`config.mk`:
```
export PLATFORM = sky130hd
export DESIGN_NAME = inv_factorial
export DESIGN_NICKNAME = d
export VERILOG_FILES = /design/src/rtl/inv_factorial.sv
export SDC_FILE = /design/constraint.sdc
export NUM_CORES = 1
export LEC_CHECK = 0
export CORE_MARGIN = 2
export CORE_UTILIZATION = 55
export DETAILED_ROUTE_END_ITERATION = 16
export PLACE_DENSITY = 0.74
export RECOVER_POWER = 25
export SYNTH_ARGS = -nofsm -noshare
export SYNTH_HDL_FRONTEND = slang
export SYNTH_SLANG_ARGS = --single-unit
```
`constraint.sdc`:
```
create_clock -name clk -period 8.8 [get_ports clk]
set_input_delay 2.64 -clock clk [delete_from_list [all_inputs] [get_ports clk]]
set_output_delay 2.64 -clock clk [all_outputs]
set_load 0.02 [all_outputs]
```
`src/rtl/inv_factorial.sv`:
```
// Iterative inverse-factorial solver: largest n with n! <= value, plus an exact-match flag.
// Optional remainder output (value - n!) is enabled by defining INV_FACT_REMAINDER_EN.
//
//   state | meaning
//   IDLE  | waiting for start; result registers hold the last answer
//   RUN   | one multiply-compare step per clock until n is found
module inv_factorial #(
    parameter int unsigned MAX_N = 12
) (
    input  logic        clk,
    input  logic        reset,
    input  logic        start,
    input  logic [31:0] value,
    output logic        busy,
    output logic        done,
    output logic [3:0]  n_out,
`ifdef INV_FACT_REMAINDER_EN
    output logic        exact,
    output logic [31:0] remainder
`else
    output logic        exact
`endif
);

    localparam logic [3:0] MAX_K = 4'(MAX_N);

    typedef enum logic {IDLE, RUN} state_t;

    state_t      state_q, state_d;
    logic [31:0] val_q, val_d;
    logic [31:0] prod_q, prod_d;
    logic [3:0]  k_q, k_d;
    logic [3:0]  n_q, n_d;
    logic        busy_q, busy_d;
    logic        done_q, done_d;
    logic        exact_q, exact_d;
    logic [35:0] nxt;
    logic        finish;
`ifdef INV_FACT_REMAINDER_EN
    logic [31:0] rem_q, rem_d;
`endif

    // Full 36-bit product so an overflowing step still compares as "too big".
    assign nxt    = {4'b0, prod_q} * {32'b0, k_q + 4'd1};
    assign finish = (val_q == 32'd0) || (k_q == MAX_K) || (nxt > {4'b0, val_q});

    always_ff @(posedge clk or negedge reset) begin
        if (!reset) begin
            state_q <= IDLE;
            val_q   <= 32'd0;
            prod_q  <= 32'd1;
            k_q     <= 4'd1;
            n_q     <= 4'd0;
            busy_q  <= 1'b0;
            done_q  <= 1'b0;
            exact_q <= 1'b0;
`ifdef INV_FACT_REMAINDER_EN
            rem_q   <= 32'd0;
`endif
        end else begin
            state_q <= state_d;
            val_q   <= val_d;
            prod_q  <= prod_d;
            k_q     <= k_d;
            n_q     <= n_d;
            busy_q  <= busy_d;
            done_q  <= done_d;
            exact_q <= exact_d;
`ifdef INV_FACT_REMAINDER_EN
            rem_q   <= rem_d;
`endif
        end
    end

    always_comb begin
        state_d = state_q;
        case (state_q)
            IDLE:    if (start)  state_d = RUN;
            RUN:     if (finish) state_d = IDLE;
            default: state_d = IDLE;
        endcase
    end

    always_comb begin
        val_d   = val_q;
        prod_d  = prod_q;
        k_d     = k_q;
        n_d     = n_q;
        busy_d  = busy_q;
        done_d  = 1'b0;
        exact_d = exact_q;
`ifdef INV_FACT_REMAINDER_EN
        rem_d   = rem_q;
`endif
        case (state_q)
            IDLE: begin
                if (start) begin
                    val_d  = value;
                    prod_d = 32'd1;
                    k_d    = 4'd1;
                    busy_d = 1'b1;
                end
            end
            RUN: begin
                if (finish) begin
                    busy_d = 1'b0;
                    done_d = 1'b1;
                    if (val_q == 32'd0) begin
                        n_d     = 4'd0;
                        exact_d = 1'b0;
`ifdef INV_FACT_REMAINDER_EN
                        rem_d   = 32'd0;
`endif
                    end else begin
                        n_d     = k_q;
                        exact_d = (prod_q == val_q);
`ifdef INV_FACT_REMAINDER_EN
                        rem_d   = val_q - prod_q;
`endif
                    end
                end else begin
                    prod_d = nxt[31:0];
                    k_d    = k_q + 4'd1;
                end
            end
            default: ;
        endcase
    end

    assign busy  = busy_q;
    assign done  = done_q;
    assign n_out = n_q;
    assign exact = exact_q;
`ifdef INV_FACT_REMAINDER_EN
    assign remainder = rem_q;
`endif

endmodule

```
; After elaboration in Yosys (flattened, before gate mapping)
; Index checks and enable logic that the tools add are counted.
[classes]
addsub = 1
n_mul = 1
n_lt_le_gt_ge = 1
n_eq_ne = 5
muxes = 16
bitwise = 1
reduce_logical = 7
[ops]
columns = cell, count
row1 = 2-to-1 mux 32 bit, 2
row2 = case mux 32 bit (2 select lines), 1
row3 = > comparator 36 x 32 -> 1 bit, 1
row4 = multiplier 32 x 4 -> 36 bit, 1
row5 = equality test 32 bit, 1
row6 = logical NOT 32 bit, 1
row7 = 2-to-1 mux 4 bit, 3
row8 = case mux 4 bit (2 select lines), 1
row9 = AND reduction 2 bit, 4
row10 = 2-to-1 mux 1 bit, 7
row11 = adder 4 x 1 -> 4 bit (second input constant), 1
row12 = equality test 4 bit (second input constant), 1
row13 = inequality test 2 bit (second input constant), 2
row14 = case mux 1 bit (2 select lines), 2
row15 = logical OR 1 bit, 2
row16 = inequality test 2 x 1 -> 1 bit (second input constant), 1
row17 = NOT 1 bit, 1
[totals]
ff_bits = 76
output_inout_bits = 7
wordCells = 40

; Logic depth before layout (Yosys ltp)
[logic_depth]
ltp_word = 6
depth_mapped = 31
depth_no_buf = 28

; Worst setup path after synthesis
; OpenSTA, ideal clock, no wires.
[synth_path]
path_type = register to register
from = reg k_q[0]
to = reg prod_q[10]
setup_ps = 125
arrival_ps = 6788
required_ps = 8675
path_slack_ps = 1887
stages_incl_launch_ff = 30
synth_period_minus_slack_ps = 6913
path_cell_list = dfstp_2 > clkinv_1 > clkbuf_1 > ha_1 > clkbuf_1 > nand2_1 > fa_1 > fa_1 > inv_1 > ha_1 > a211oi_1 > o211ai_1 > and3_1 > o21ai_0 > nand2b_1 > a31oi_1 > o21ai_0 > xnor2_1 > ha_1 > nand4_1 > nor2_1 > a221o_1 > or4_1 > a21oi_1 > a31oi_1 > nor2_1 > and4b_4 > nand3_4 > buf_6 > mux2_4
[synth_via]
elab_chain_len = 6
word_cells_on_any_way = 10
cone_classes = add/sub: 1 / mul: 1 / order compare: 1 / eq/ne: 2 / mux: 2 / reduce/logical: 3
[synth_lines]
columns = item, line
row1 = "start, declared", 32  ; logic [3:0] k_q, k_d;
row2 = "start signal, assigned", 64  ; k_q <= k_d;
row3 = adder 4 x 1 -> 4 bit, 44  ; assign nxt = {4'b0, prod_q} * {32'b0, k_q + 4'd1};
row4 = multiplier 32 x 4 -> 36 bit, 44
row5 = > comparator 36 x 32 -> 1 bit, 45  ; assign finish = (val_q == 32'd0) || (k_q == MAX_K) || (nxt > {4'b0, val_q});
row6 = logical OR 1 bit, 45
row7 = inequality test 2 bit (no source line), --
row8 = AND reduction 2 bit (no source line), --
row9 = "end signal, assigned", 63  ; prod_q <= prod_d;
row10 = "end, declared", 31  ; logic [31:0] prod_q, prod_d;
; Parallel ways exist; a longest one is shown, timed or not. The select of a mux whose other input is x is not followed.
; A chain may end at the register's enable or synchronous reset.

; Worst setup path after layout
[layout_path]
from = reg k_q[0]
to = reg prod_q[16]
; Same word-level chain as after synthesis.

==> impl_metrics.toml <==
[yosys]
synth-async-reset-ratio = 1.00
synthesis.area_per_instance_um2 = 8.82
synth-edff-count = 0
synthDistinctLibCells = 57
netlist_instances = 956
netlist_area_before_placement_um2 = 8430
ys_warn_count = 0
top_ff_cell_synth = "sky130_fd_sc_hd__dfrtp_1"
postSynthRegisterBits = 76
net_count_synth = 1125
synth_seq_area_share = 0.226

[hold_path]
worst_hold_path_type = "flop to flop"

[global_routing]
number_of_antenna_violations_at_the_first_check_in_global_routing = 0
grt_overflow_total = 0
grtUsageTotal = 0.280
first_global_vias = 6922
grt_start_max_net_pins = 77
first_pass_grt_wire_length_mm = 35.4

[route]
firstDrtPassIters = 4
final_antenna_net_count = 0
routed-via-count = 6709
drt-wirelength-per-cell_um = 18.0
post_drt_via_cell_ratio = 5.69
drt_iter0_drc = 373
remaining_drc_errors = 0
finalWirelength_mm = 21.2

[clock_network]
post-cts-setup-buffers = 0
clock_sinks = 76
cts_buffer_depth = 2
clockRootBuffer = "sky130_fd_sc_hd__clkbuf_16"
cts.reportedPaths.clkPinSlew_ns = 0.07
cts_tree = "yes"
insertion_delay_ns = 0.36
ctsHtreeMaxLevel = 3
cts_inserted_buffers = 9

[setup_path]
worst_ep_required_time_ns = 9.04
criticalPathCategory = "flop to flop"
crit_path_start_kind = "flop"
critical_path.max_stage_delay_ns = 0.66
cp-end-kind = "flop"
crit_path_frequent_cell = "sky130_fd_sc_hd__ha_1"
critical_path_peak_fanout = 37
worstPathArrival_ns = 8.50
cp_slowest_cell = "sky130_fd_sc_hd__dfstp_2"

[sta]
timing.slew.headroom = -1.86
max_slew.worst_pin.slew_ns = 4.29
timing.final.hold_violations = 0
final-setup-viol-count = 0
setup_tns_ns = 0
grt_setup_unrepaired = "false"
min_period_ns = 8.26
max_clock_freq_mhz = 121
final.period_utilization = 0.939
clock_skew_ns = 0.0101
timing_max_transition_violations_final = 77

[cells_and_area]
filler_cell_count_in_the_final_layout = 1316
final_net_count = 1156
final-seq-area_um2 = 1900
drive_above_1_share = 0.0746
multi_input_comb_area_um2 = 5850
n_antenna_cell = 0
areaGrowthSynthToFinish_pct = 10.4

[placed_design]
gp_congestion = 0.976
post-dp-hpwl_mm = 16.4
io_buffers = 41

[power_and_ir_drop]
report.power.total_uw = 3570
pwr_density_cell_nw_per_um2 = 384
power_leakage_uw = 0.00460
worst_ir_drop_vdd_mv = 0.335

[die]
height_of_the_chip_um = 128
placeableCoreArea_um2 = 15100
dieArea_um2 = 16300
die_x_um = 128
io-pin-count = 42
std_cell_rows = 45
starting_density = 0.559

[flow_run]
max_cap_viol_count = 1

[outcome]
result_of_the_run = "finished, violations left"
violations = "max-capacitance violations, max-slew violations"
-- worst max-delay path: cells and delay by family, from the launching register on --
family | cells | cell delay [ns]
AO/OA/AOI/OAI | 8 | 1.66
buffers and inverters | 3 | 0.49
AND/OR/NAND/NOR | 9 | 2.33
flip-flops | 1 | 0.66
XOR/XNOR | 2 | 0.90
adder cells (fa/ha/maj) | 5 | 1.55
multiplexers | 1 | 0.53
-- report_power, final --
group	total, uW	internal [uW]	switching, uW
Sequential	733	508	226
Combinational	2470	1060	1410
Clock	370	201	169
Total	3570	1770	1810
-- flip-flops by register name, indices dropped and copies added (netlist names) --
signal	flops
prod_q	32
val_q	32
k_q	4
n_out	4
busy	1
done	1
exact	1
state_q	1
-- routing by layer --
layer,routed length (um),GRT usage
met1,9390,0.367
met2,10100,0.466
met3,983,0.0384
met4,722,0.120
met5,0,0
-- per-stage QoR --
step                std cells  setup slack [ns]  utilization  hold WS (ns)  cell area (um^2)
floorplan                 956              1.89            -         0.516              8430
global placement         1164             0.710        0.598         0.478              9020
detailed placement       1164             0.588        0.598         0.480              9020
CTS                      1180             0.532        0.617         0.494              9310
global route             1180            0.0615        0.617         0.500              9300
finish                   1180             0.540        0.617         0.488              9300
-- synthesized netlist by cell type, types with 3 or more instances --
cell / n / share of area
sky130_fd_sc_hd__nand3_1: 9 / 0.0053
sky130_fd_sc_hd__a211oi_1: 4 / 0.0036
sky130_fd_sc_hd__nand2b_1: 7 / 0.0052
sky130_fd_sc_hd__dfrtp_1: 74 / 0.22
sky130_fd_sc_hd__nor4_1: 11 / 0.0082
sky130_fd_sc_hd__a21o_1: 15 / 0.013
sky130_fd_sc_hd__a21boi_0: 3 / 0.0027
sky130_fd_sc_hd__nand2_1: 110 / 0.049
sky130_fd_sc_hd__nand4_1: 20 / 0.015
sky130_fd_sc_hd__nor2_1: 22 / 0.0098
sky130_fd_sc_hd__a221o_1: 3 / 0.0036
sky130_fd_sc_hd__buf_6: 3 / 0.0040
sky130_fd_sc_hd__inv_1: 152 / 0.068
sky130_fd_sc_hd__a31oi_1: 5 / 0.0037
sky130_fd_sc_hd__mux2i_1: 5 / 0.0059
sky130_fd_sc_hd__xnor2_1: 55 / 0.057
sky130_fd_sc_hd__ha_1: 74 / 0.11
sky130_fd_sc_hd__o21ai_0: 50 / 0.030
sky130_fd_sc_hd__o211ai_1: 5 / 0.0045
sky130_fd_sc_hd__nor2b_1: 12 / 0.0089
sky130_fd_sc_hd__mux2_2: 7 / 0.0094
sky130_fd_sc_hd__a21oi_1: 40 / 0.024
sky130_fd_sc_hd__o21bai_1: 4 / 0.0036
sky130_fd_sc_hd__fa_1: 60 / 0.14
sky130_fd_sc_hd__and2_1: 107 / 0.079
sky130_fd_sc_hd__o2bb2ai_1: 3 / 0.0031
sky130_fd_sc_hd__clkbuf_1: 24 / 0.011
sky130_fd_sc_hd__mux2_4: 23 / 0.041
sky130_fd_sc_hd__xor2_1: 10 / 0.010
sky130_fd_sc_hd__o21ai_1: 4 / 0.0024
-- cells by family (layout without fill, tap and decap cells) --
group / after synthesis / after routing / synth area share
adders and majority gates: 134 / 134 / 0.252
muxes: 35 / 35 / 0.0563
buffers and inverters: 181 / 217 / 0.0833
and+or+nand+nor: 311 / 311 / 0.195
AOI/OAI and AO/OA: 154 / 154 / 0.119
DFF: 76 / 76 / 0.226
xor gates and xnor gates: 65 / 65 / 0.0675
-- timing repair --
action / 4_1_cts / 5_1_grt
hold buffers: 0 / 0
hold endpoints to repair: 0 / 0
setup endpoints to repair: 0 / 23
resized for setup: 0 / 1
-- worst paths after layout --
kind,startpoint,endpoint,slack [ns],depth (start not counted)
worst max-delay path,k_q[0],prod_q[16],0.54,28
worst min-delay path,busy,busy,0.49,1
worst max register to register,k_q[0],prod_q[16],0.54,28
worst min register to register,busy,busy,0.49,1
max in group asynchronous,reset,prod_q[20],2.61,1
min in group asynchronous,reset,val_q[28],3.78,1
-- cells in the final DEF, fill, tap and decap left out, types with 7 or more instances in the layout --
master                            Yosys  final
sky130_fd_sc_hd__mux2_2               7      7
sky130_fd_sc_hd__nor2_1              22     22
sky130_fd_sc_hd__fa_1                60     60
sky130_fd_sc_hd__clkbuf_16            0      9
sky130_fd_sc_hd__nand2_1            110    110
sky130_fd_sc_hd__clkdlybuf4s50_1      0     40
sky130_fd_sc_hd__inv_1              152    152
sky130_fd_sc_hd__dfrtp_1             74     74
sky130_fd_sc_hd__buf_4                0      7
sky130_fd_sc_hd__nand4_1             20     20
sky130_fd_sc_hd__xnor2_1             55     54
sky130_fd_sc_hd__nor2b_1             12     11
sky130_fd_sc_hd__a21oi_1             40     40
sky130_fd_sc_hd__and2_1             107    107
sky130_fd_sc_hd__nand3_1              9      9
sky130_fd_sc_hd__nor4_1              11     11
sky130_fd_sc_hd__xor2_1              10      9
sky130_fd_sc_hd__o21ai_0             50     50
sky130_fd_sc_hd__ha_1                74     73
sky130_fd_sc_hd__mux2_4              23     23
sky130_fd_sc_hd__nand2b_1             7      7
sky130_fd_sc_hd__a21o_1              15     15
-- area by class of cell --
class / instances / area share
well taps: 188 / 0.0253
multi-input cells: 699 / 0.628
flip-flops and latches: 76 / 0.205
clock buffers: 10 / 0.0257
repair buffers: 48 / 0.0491
clock inverters: 6 / 0.00511
inverters: 153 / 0.0617
Power figures use the tool's default switching activity.
